`config.mk`:
```
export PLATFORM = sky130hd
export DESIGN_NAME = int_muldiv_unit
export DESIGN_NICKNAME = d
export VERILOG_FILES = /design/src/rtl/int_muldiv_unit.sv
export SDC_FILE = /design/constraint.sdc
export NUM_CORES = 1
export LEC_CHECK = 0
export CAP_MARGIN = 10
export CELL_PAD_IN_SITES_DETAIL_PLACEMENT = 2
export CELL_PAD_IN_SITES_GLOBAL_PLACEMENT = 2
export CORE_UTILIZATION = 33
export DETAILED_ROUTE_END_ITERATION = 7
export PLACE_DENSITY = 0.88
export SYNTH_ARGS = -nofsm -noshare
export SYNTH_HDL_FRONTEND = slang
export SYNTH_SLANG_ARGS = --single-unit
```
`constraint.sdc`:
```
create_clock -name clk -period 4.28 [get_ports clk]
set_clock_uncertainty 0.05 [all_clocks]
set_input_delay 0.856 -clock clk [delete_from_list [all_inputs] [get_ports clk]]
set_output_delay 0.856 -clock clk [all_outputs]
set_load 0.02 [all_outputs]
```
`src/rtl/int_muldiv_unit.sv`:
```
// Iterative integer multiply/divide unit with HI/LO result registers.
// It computes one multiplier bit (shift-add) or one quotient bit (restoring
// divide) per cycle, working on operand magnitudes. A final FIX cycle then
// applies the sign correction for the signed operations.
module int_muldiv_unit #(
  parameter int WIDTH = 32,
  parameter int CNT_W = 6
) (
  input  logic             clk,
  input  logic             reset,
  input  logic             start,
  input  logic [1:0]       op,
  input  logic [WIDTH-1:0] a,
  input  logic [WIDTH-1:0] b,
  input  logic             hilo_ld,
  input  logic [WIDTH-1:0] hi_in,
  input  logic [WIDTH-1:0] lo_in,
  output logic             busy,
  output logic             done,
  output logic             dz,
  output logic [WIDTH-1:0] HI,
  output logic [WIDTH-1:0] LO
);

  typedef enum logic [1:0] {
    IDLE = 2'd0,
    CALC = 2'd1,
    FIX  = 2'd2,
    DONE = 2'd3
  } state_t;

  // op[1] selects divide, op[0] selects signed
  state_t             state_q, state_d;
  logic [CNT_W-1:0]   cnt_q, cnt_d;
  logic [1:0]         op_q, op_d;
  logic               sign_a_q, sign_a_d;
  logic               sign_b_q, sign_b_d;
  logic [WIDTH-1:0]   opnd_q, opnd_d;     // multiplicand or divisor magnitude
  logic [WIDTH-1:0]   acc_hi_q, acc_hi_d; // partial product high / remainder
  logic [WIDTH-1:0]   acc_lo_q, acc_lo_d; // multiplier bits / dividend->quotient
  logic [WIDTH-1:0]   hi_q, hi_d;
  logic [WIDTH-1:0]   lo_q, lo_d;
  logic               dz_q, dz_d;

  // Datapath helpers
  logic [WIDTH-1:0]   mag_a, mag_b;
  logic [WIDTH:0]     mul_sum;
  logic [WIDTH:0]     div_shift;
  logic               div_ge;
  logic [WIDTH-1:0]   div_rem;
  logic [2*WIDTH-1:0] prod_mag, prod_res;
  logic [WIDTH-1:0]   quo_res, rem_res;

  // Operand magnitudes and one iteration of each algorithm
  always_comb begin
    mag_a     = (op[0] && a[WIDTH-1]) ? -a : a;
    mag_b     = (op[0] && b[WIDTH-1]) ? -b : b;
    mul_sum   = {1'b0, acc_hi_q} + (acc_lo_q[0] ? {1'b0, opnd_q} : '0);
    div_shift = {acc_hi_q, acc_lo_q[WIDTH-1]};
    div_ge    = (div_shift >= {1'b0, opnd_q});
    // The true difference is below the divisor, so a WIDTH-bit wrap is exact.
    div_rem   = div_shift[WIDTH-1:0] - opnd_q;
    prod_mag  = {acc_hi_q, acc_lo_q};
    prod_res  = (op_q[0] && (sign_a_q ^ sign_b_q)) ? -prod_mag : prod_mag;
    quo_res   = (op_q[0] && (sign_a_q ^ sign_b_q)) ? -acc_lo_q : acc_lo_q;
    rem_res   = (op_q[0] && sign_a_q) ? -acc_hi_q : acc_hi_q;
  end

  // Next-state logic for the control FSM and all datapath registers
  always_comb begin
    state_d  = state_q;
    cnt_d    = cnt_q;
    op_d     = op_q;
    sign_a_d = sign_a_q;
    sign_b_d = sign_b_q;
    opnd_d   = opnd_q;
    acc_hi_d = acc_hi_q;
    acc_lo_d = acc_lo_q;
    hi_d     = hi_q;
    lo_d     = lo_q;
    dz_d     = dz_q;
    case (state_q)
      IDLE, DONE: begin
        state_d = IDLE;
        if (start) begin
          op_d     = op;
          sign_a_d = op[0] & a[WIDTH-1];
          sign_b_d = op[0] & b[WIDTH-1];
          cnt_d    = '0;
          acc_hi_d = '0;
          if (op[1] && (b == '0)) begin
            // Divide by zero short-circuits straight to completion.
            opnd_d   = '0;
            acc_lo_d = '0;
            hi_d     = a;
            lo_d     = '1;
            dz_d     = 1'b1;
            state_d  = DONE;
          end else begin
            opnd_d   = op[1] ? mag_b : mag_a;
            acc_lo_d = op[1] ? mag_a : mag_b;
            dz_d     = 1'b0;
            state_d  = CALC;
          end
        end else if (hilo_ld) begin
          hi_d = hi_in;
          lo_d = lo_in;
        end
      end
      CALC: begin
        cnt_d = cnt_q + CNT_W'(1);
        if (op_q[1]) begin
          acc_hi_d = div_ge ? div_rem : div_shift[WIDTH-1:0];
          acc_lo_d = {acc_lo_q[WIDTH-2:0], div_ge};
        end else begin
          acc_hi_d = mul_sum[WIDTH:1];
          acc_lo_d = {mul_sum[0], acc_lo_q[WIDTH-1:1]};
        end
        if (cnt_q == CNT_W'(WIDTH - 1)) begin
          state_d = FIX;
        end
      end
      FIX: begin
        if (op_q[1]) begin
          hi_d = rem_res;
          lo_d = quo_res;
        end else begin
          hi_d = prod_res[2*WIDTH-1:WIDTH];
          lo_d = prod_res[WIDTH-1:0];
        end
        state_d = DONE;
      end
      default: state_d = IDLE;
    endcase
  end

  // State registers with synchronous active-low reset
  always_ff @(posedge clk) begin
    if (!reset) begin
      state_q  <= IDLE;
      cnt_q    <= '0;
      op_q     <= '0;
      sign_a_q <= 1'b0;
      sign_b_q <= 1'b0;
      opnd_q   <= '0;
      acc_hi_q <= '0;
      acc_lo_q <= '0;
      hi_q     <= '0;
      lo_q     <= '0;
      dz_q     <= 1'b0;
    end else begin
      state_q  <= state_d;
      cnt_q    <= cnt_d;
      op_q     <= op_d;
      sign_a_q <= sign_a_d;
      sign_b_q <= sign_b_d;
      opnd_q   <= opnd_d;
      acc_hi_q <= acc_hi_d;
      acc_lo_q <= acc_lo_d;
      hi_q     <= hi_d;
      lo_q     <= lo_d;
      dz_q     <= dz_d;
    end
  end

  assign busy = (state_q == CALC) || (state_q == FIX);
  assign done = (state_q == DONE);
  assign dz   = dz_q;
  assign HI   = hi_q;
  assign LO   = lo_q;

endmodule

```
# == After elaboration in Yosys (flattened, before gate mapping) ==
# Cells that the tools add are included.
# totals
register_bits,173
inputBits,134
out_inout_bits,67
elab_cells,79
# op_classes
addsub,8
magnitude_cmp,1
eq_ne,8
n_mux,34
bitwise,3
reduce_logical,14
# ops
operator,n
two-way mux 32 bit,22
case mux 32 bit (2 select lines),4
negator 32 bit,4
two-way mux 64 bit,1
negator 64 bit,1
adder 32 x 32 -> 33 bit,1
>= comparator 33 x 32 -> 1 bit,1
zero test 32 bit,1
subtractor 32 bit,1
case mux 6 bit (2 select lines),1
"adder 6 x 1 -> 6 bit, second input constant",1
"equality test 6 x 5 -> 1 bit, second input constant",1
two-way mux 2 bit,3
two-way mux 6 bit,1
"inequality test 3 bit, second input constant",2
case mux 2 bit (3 select lines),1
logical AND 1 bit,5
"equality test 2 bit, second input constant",2
"inequality test 2 bit, second input constant",2
AND reduction 2 bit,2
nonzero test 2 bit,2
AND reduction 3 bit,1
AND 1 bit,2
"equality test 2 x 1 -> 1 bit, second input constant",1
5 further kinds,5

# == Longest topological paths before layout ==
# Gate-level depths: netlist (run 1).
# depth
word_depth,6
depth_mapped,14
ltp_nobuf,13

# == Worst setup path before layout (run 1) ==
# Ideal clock, no wire load.
# synth_path
path_kind,input to register
start,input a[10]
end,register opnd_q[28]
setup_ns,0.117
t_arrival_ns,3.264
required_ns,4.113
setup_slack_ns,0.849
stages,10
path_buffers,1
cell_sequence,or4_4 or3_1 buf_2 or4_4 or2_4 o41ai_4 xnor2_1 nand2_1 o21ai_1 a22o_1
# synth_between
elab_chain_cells,4
# synth_lines
item,line,rtl
"start, declared",13,"input logic [WIDTH-1:0] a,"
negator 32 bit,56,mag_a = (op[0] && a[WIDTH-1]) ? -a : a;
two-way mux 32 bit,56,
two-way mux 32 bit,100,opnd_d = op[1] ? mag_b : mag_a;
two-way mux 32 bit,91,if (op[1] && (b == '0)) begin
"end signal, assigned",157,opnd_q <= opnd_d;
"end, declared",38,"logic [WIDTH-1:0] opnd_q, opnd_d;"
# Every way passes these cells.
# A chain may end at the register's enable or synchronous reset.

# == Final worst setup path (run 1) ==
# layout_path
start,register acc_hi_q[0]
end,register acc_hi_q[31]
# layout_between
elab_chain_cells,4
word_cells_on_any_way,6
classes_between,2 x add/sub; 1 x order compare; 3 x mux
# layout_lines
item,line,rtl
"start, declared",39,"logic [WIDTH-1:0] acc_hi_q, acc_hi_d;"
"start signal, assigned",158,acc_hi_q <= acc_hi_d;
subtractor 32 bit / >= comparator 33 x 32 -> 1 bit (equally long branches),"62, 60",
two-way mux 32 bit,113,acc_hi_d = div_ge ? div_rem : div_shift[WIDTH-1:0];
two-way mux 32 bit *,112,if (op_q[1]) begin
case mux 32 bit (2 select lines) *,82,case (state_q)
# Mark *: on every way between the ends. The rest lies on a longest branch, timed or not.

==> results of run 1 <==
## flip-flops by register name (all words and copies together) (netlist names)
register	count
acc_lo_q	32
dz	1
opnd_q	32
sign_a_q	1
acc_hi_q	32
op_q	2
LO	32
HI	32
sign_b_q	1
cnt_q	6
state_q	2
## placed cells by master (no fill, tap or decap), types with 21 or more instances in the layout
cell / n
nand2_1: 209
clkdlybuf4s50_1: 197
a21oi_1: 193
o21ai_0: 173
dfxtp_1: 172
nor2_1: 165
buf_4: 98
xnor2_1: 94
xor2_1: 82
ha_1: 71
inv_1: 69
mux2i_1: 60
nor3_1: 48
nand3_1: 40
o221ai_1: 36
a211oi_1: 36
o31ai_1: 31
o211ai_1: 29
nor2b_1: 25
a21o_1: 25
mux2_2: 23
or3_1: 21
nand4_1: 21
## metrics by stage
stage / cell area, um^2 / TNS (ns) / std cells / setup slack (ns)
floorplan: 15000 / 0 / 2031 / 0.849
global placement: 18100 / 0 / 2793 / 0.0296
detailed placement: 18100 / -0.866 / 2793 / -0.179
CTS: 18700 / 0 / 2824 / 0.192
global route: 18700 / 0 / 2827 / 0.0430
finish: 18700 / 0 / 2827 / 0.140
## cell type report
cell class                      count  area [um^2]  share of cell area, %
Multi-Input combinational cell   1653        10800                   57.7
Sequential cell                   173         3460                   18.5
Timing Repair Buffer              304         2840                   15.2
Tap cell                          592          741                   3.96
Clock buffer                       19          433                   2.32
Inverter                           72          270                   1.45
Clock inverter                     12          150                  0.803
Antenna cell                        2         5.00                 0.0268
## metal layers
layer	share of wire [%]	global-route usage [%]
met1	43	43.3
met2	47	56.8
met3	6.1	4.36
met4	3.7	14.0
met5	0.020	0
## cell usage after synthesis (all sizes together) (21+ instances only)
master / number
a211oi: 37
clkbuf: 116
mux2: 23
a21o: 25
o221ai: 36
o21ai: 181
nand2: 209
xnor2: 94
ha: 72
or3: 21
inv: 71
dfxtp: 173
a21oi: 193
nor2: 166
nor3: 49
o31ai: 31
mux2i: 60
nor2b: 25
xor2: 82
nand3: 40
o211ai: 29
nand4: 21
## kinds of logic after synthesis
logic type                 after synthesis  synth area share, %
muxes                                   83                 5.73
and+or+nand+nor                        626                 19.8
adders and majority gates               74                 6.27
xor gates and xnor gates               176                 10.3
DFF                                    173                 23.1
AOI/OAI and AO/OA                      694                 29.7
buffers and inverters                  205                 5.18
## tightest hold or removal path, stage by stage, from the launching register on
cell     delay (ns)
dfxtp_1        0.32
nand2_1        0.05
a21oi_1        0.05
## where the power goes
group / internal [mW] / total (mW) / leakage [nW] / switching, mW
sequential: 2.12 / 2.71 / 1.42 / 0.588
clock: 0.878 / 1.69 / 0.285 / 0.814
combinational: 2.39 / 6.64 / 5.58 / 4.25
## worst max path at each step
stage / end / slack [ns] / cells past startpoint
global placement: opnd_q[23] / 0.03 / 9
floorplan: opnd_q[28] / 0.85 / 10
CTS: acc_hi_q[31] / 0.19 / 13
finish: acc_hi_q[31] / 0.14 / 13
detailed placement: LO[24] / -0.18 / 11
global route: acc_hi_q[31] / 0.04 / 13
==> impl_metrics.tcl, run 1 <==
set metrics [dict create \
    drive_gt1_share_pct 8.37 \
    cp_max_fo 8 \
    maxCapViolCount 0 \
    grt_pass1_vias 19000 \
    io_pins 201 \
    synth.distinct_cells 81 \
    power_density_nw_per_um2 591 \
    cp_top_family "compound AO/OA/AOI/OAI gates" \
    whs_ns 0.411 \
    cts_sinks 173 \
    max-slew-margin-rel_pct 36.9 \
    slew_viol_final 0 \
    synth_seq_area_share_pct 23.1 \
    clk_pin_slew_ns 0.08 \
    die_w_um 215 \
    outcome "complete, no violations" \
    cts_setup_buffers 0 \
    r2r-end "acc_hi_q[31]" \
    syn_area_per_cell_um2 7.38 \
    startpoint "acc_hi_q[0]" \
    yosysTopAreaCell "dfxtp_1" \
    ys.flop_type "dfxtp_1" \
    finalPower_mw 11.0 \
    synth_seq_cells 173 \
    place.gp.congestion 0.978 \
    synth_edf_count 0 \
    worstSetupPathType "flip-flop to flip-flop" \
    p_leak_nw 7.28 \
    async_reset_ff_share_pct 0 \
    grt_antenna_before_repair 4 \
    netlist_instances 2031 \
    cpMostUsedCell "o31ai_1" \
    port_buffers 200 \
    viasPerCell 6.29 \
    netlist_area_um2 15000 \
    nNetsFinal 2429 \
    finalHoldViolCount 0 \
    dpl.hpwl_mm 62.7 \
    first_iter_violations 1357 \
    yosysWarnings 0 \
    cts_made_buffers 17 \
    period_minus_slack_ns 4.14 \
    die_h_um 215 \
    startpoint_type "flip-flop" \
    rrSetupSlack_ns 0.14 \
    fill_cells 5064 \
    synth_area_leaders "dfxtp_1 (23%), a21oi_1 (6.4%), ha_1 (6.0%)" \
    num_vias 17800 \
    die-area_um2 46300 \
    worstPathArrival_ns 4.41 \
    ctsResizeCount 0 \
    holdCritStartpoint "opnd_q[6]" \
    cts_htree_levels 4 \
    drc 0 \
    reg2reg_depth 13 \
    syn-num-nets 2239 \
    core_area_um2 44500 \
    insertion_delay_ns 0.47 \
    hold_class "flip-flop to flip-flop" \
    setup_viol 0 \
    grt_pass1_wl_mm 120 \
    start_util_pct 33.7 \
    synth_top_area_share_pct 23.1 \
    timing.rr.start "acc_hi_q[0]" \
    period_share_pct 96.7 \
    cp_cell_sequence "ha_1, inv_1, fa_1, nor2b_1, o31ai_1, a211oi_1, o21ai_0, o31ai_1, buf_4, a41oi_1, nor4_1, nor3_1, a311oi_1" \
    rsz0062_at_grt "no" \
    cp_slowest_stage_delay_ns 0.61 \
    clock.fmax_mhz 242 \
    critPathRequiredTime_ns 4.55 \
    overflow 0 \
    drtPass1Iterations 5 \
    root_buffer "clkbuf_16" \
    antenna_left 0 \
    cts_buffer_depth 2 \
    tightest_slew_ns 0.947 \
    end_kind "flip-flop" \
    ir_drop_uv 363 \
    totalWireLength_mm 79.9 \
    cts_tree "yes" \
    grt_max_degree 103 \
    cp_num_buf_inv 2 \
    rows 77 \
    final_core_util_pct 42.0 \
    holdPathStages 2 \
    crit_slowest_cell "dfxtp_1" \
    cts_hold_buf 0 \
    synthToLayoutAreaGrowth_pct 24.6 \
    wl_per_cell_um 28.3 \
    grtUsageTotal_pct 33.8 \
    min_to "opnd_q[6]" \
]
Power figures use the tool's default switching activity.
==> run 2, diff against run 1 <==
CORE_UTILIZATION = 29   (was 33)
PLACE_DENSITY = 0.82   (was 0.88)
RECOVER_POWER = 50   (was default)
clock period = 3.55 ns   (was 4.28 ns; I/O delays follow)
==> run 2 against run 1 <==
  * Register-to-register slack got worse by 0.08 ns
  * Sequential share of layout area fell by 1.5 points
  * Wire length rose by 5.6%
  * Clock power rose by 18%
  * Worst setup slack got worse by 0.10 ns
  * Hold slack got worse by 0.0014 ns
==> impl_metrics.tcl, run 2 (same netlist as run 1, synthesis figures left out) <==
set metrics [dict create \
    outcome "complete, no violations" \
    totalWireLength_mm 84.4 \
    grt_max_degree 103 \
    power_density_nw_per_um2 681 \
    grt_antenna_before_repair 3 \
    cts_sinks 173 \
    overflow 0 \
    port_buffers 200 \
    seqPwrFrac_pct 22.6 \
    die-area_um2 52600 \
    p_clk_share_pct 14.5 \
    final_cells 3071 \
    sw_frac_of_total_pct 50.9 \
    root_buffer "clkbuf_16" \
    layout_commonest_cell "buf_4" \
    combPwrFrac_pct 63.0 \
    p_leak_nw 8.28 \
    cts_tree "yes" \
    drive_gt1_share_pct 16.6 \
    num_vias 18300 \
    final_core_util_pct 40.2 \
    p_int_mw 6.79 \
    period_minus_slack_ns 3.51 \
    insertion_delay_ns 0.47 \
    wl_per_cell_um 27.5 \
    drc 0 \
    grtUsageTotal_pct 31.0 \
    first_iter_violations 1271 \
    rsz0062_at_grt "yes" \
    fill_cells 5765 \
    end_kind "flip-flop" \
    clk_pin_slew_ns 0.08 \
    max-slew-margin-rel_pct 7.49 \
    cts_made_buffers 17 \
    maxCapViolCount 0 \
    cts_hold_buf 0 \
    start_util_pct 29.6 \
    synthToLayoutAreaGrowth_pct 35.5 \
    startpoint_type "input pin" \
    core_area_um2 50600 \
    drtPass1Iterations 6 \
    grt_pass1_vias 19700 \
    finalPower_mw 13.8 \
    nNetsFinal 2593 \
    worstPathArrival_ns 3.80 \
    antenna_left 0 \
    dp_cells 3034 \
    die_w_um 229 \
    place.gp.congestion 0.983 \
    rows 82 \
    hold_class "flip-flop to flip-flop" \
    dpl.hpwl_mm 65.8 \
    slew_viol_final 0 \
    tightest_slew_ns 1.39 \
    cts_buffer_depth 2 \
    die_h_um 229 \
    p_switching_mw 7.05 \
    cp_max_fo 3 \
    layout_common_cells "buf_4 (254), nand2_1 (208), a21oi_1 (185), dfxtp_1 (170), o21ai_0 (166)" \
    whs_ns 0.409 \
    finalHoldViolCount 0 \
    io_pins 201 \
    clock.fmax_mhz 285 \
    grt_pass1_wl_mm 125 \
    worstSetupPathType "input pin to flip-flop" \
    cts_htree_levels 4 \
    period_share_pct 98.9 \
    setup_viol 0 \
    viasPerCell 5.96 \
    ir_drop_uv 401 \
    critPathRequiredTime_ns 3.84 \
]
-- run 2: changes by cell type in the layout (fill, tap and decap cells not counted), sizes merged --
cell,delta
buf,+161
bufinv,-1
clkbuf,+3
clkdlybuf4s50,-66
clkinvlp,+2
dlygate4sd3,+66
inv,-1
-- run 2: final timing paths --
| kind | cells past startpoint | to | slack [ns] | from |
|---|---|---|---|---|
| worst min register to register | 2 | opnd_q[5] | 0.41 | opnd_q[5] |
| worst min-delay path | 2 | opnd_q[5] | 0.41 | opnd_q[5] |
| worst max register to register | 12 | acc_hi_q[7] | 0.06 | opnd_q[16] |
| worst max-delay path | 11 | acc_lo_q[29] | 0.04 | a[16] |
-- run 2: through the flow --
| step | instance area (um^2) | setup WS [ns] | setup TNS (ns) |
|---|---|---|---|
| after floorplan | 15000 | 0.265 | 0 |
| after global placement | 19500 | -0.371 | -9.70 |
| after detailed placement | 19500 | -0.561 | -23.70 |
| after CTS | 20100 | 0.00593 | 0 |
| after global routing | 20300 | -0.0725 | -0.467 |
| final | 20300 | 0.0382 | 0 |
-- run 2: critical path: stages --
cell and delay (ns):
clkdlybuf4s50_1 0.45, or4_1 0.59, or3_1 0.42, or4_4 0.48, nor2_1 0.20, a21oi_1 0.11
xnor2_1 0.19, buf_4 0.17, nor2_1 0.06, a21oi_2 0.24, o221ai_1 0.17
-- run 2: metal layers --
layer	global-route usage, %	vias up	wire length, um
met5	0	-	0
met4	13.3	0	3360
met3	4.67	165	4810
met2	51.7	652	39600
met1	39.6	9376	36600
li1	-	8107	-
-- run 2: final cells by class --
type | count | area, um^2 | area share [%]
antenna | 2 | 5.00 | 0.0246
inverter | 72 | 270 | 1.33
tap | 672 | 841 | 4.14
clock inverter | 12 | 126 | 0.622
timing repair buffer | 468 | 4120 | 20.3
clock buffer | 19 | 443 | 2.18
sequential | 173 | 3470 | 17.1
multi-input combinational | 1653 | 11000 | 54.4
-- run 2: power groups by stage --
stage          sequential, mW  clock, mW  combinational [mW]
4_1_cts                  3.12       2.00                8.61
2_1_floorplan            3.35          0                4.22
3_5_place_dp             3.14          0                8.42
3_3_place_gp             3.09          0                8.04
6_report                 3.12       2.00                8.72
5_1_grt                  3.17       2.07                9.17
-- run 2: timing repair --
| action | in CTS | in global routing |
|---|---|---|
| resized for setup | 17 | 53 |
| buffers inserted | 2 | 2 |
| pin swaps | 4 | 17 |
| endpoints found under the setup margin | 16 | 52 |
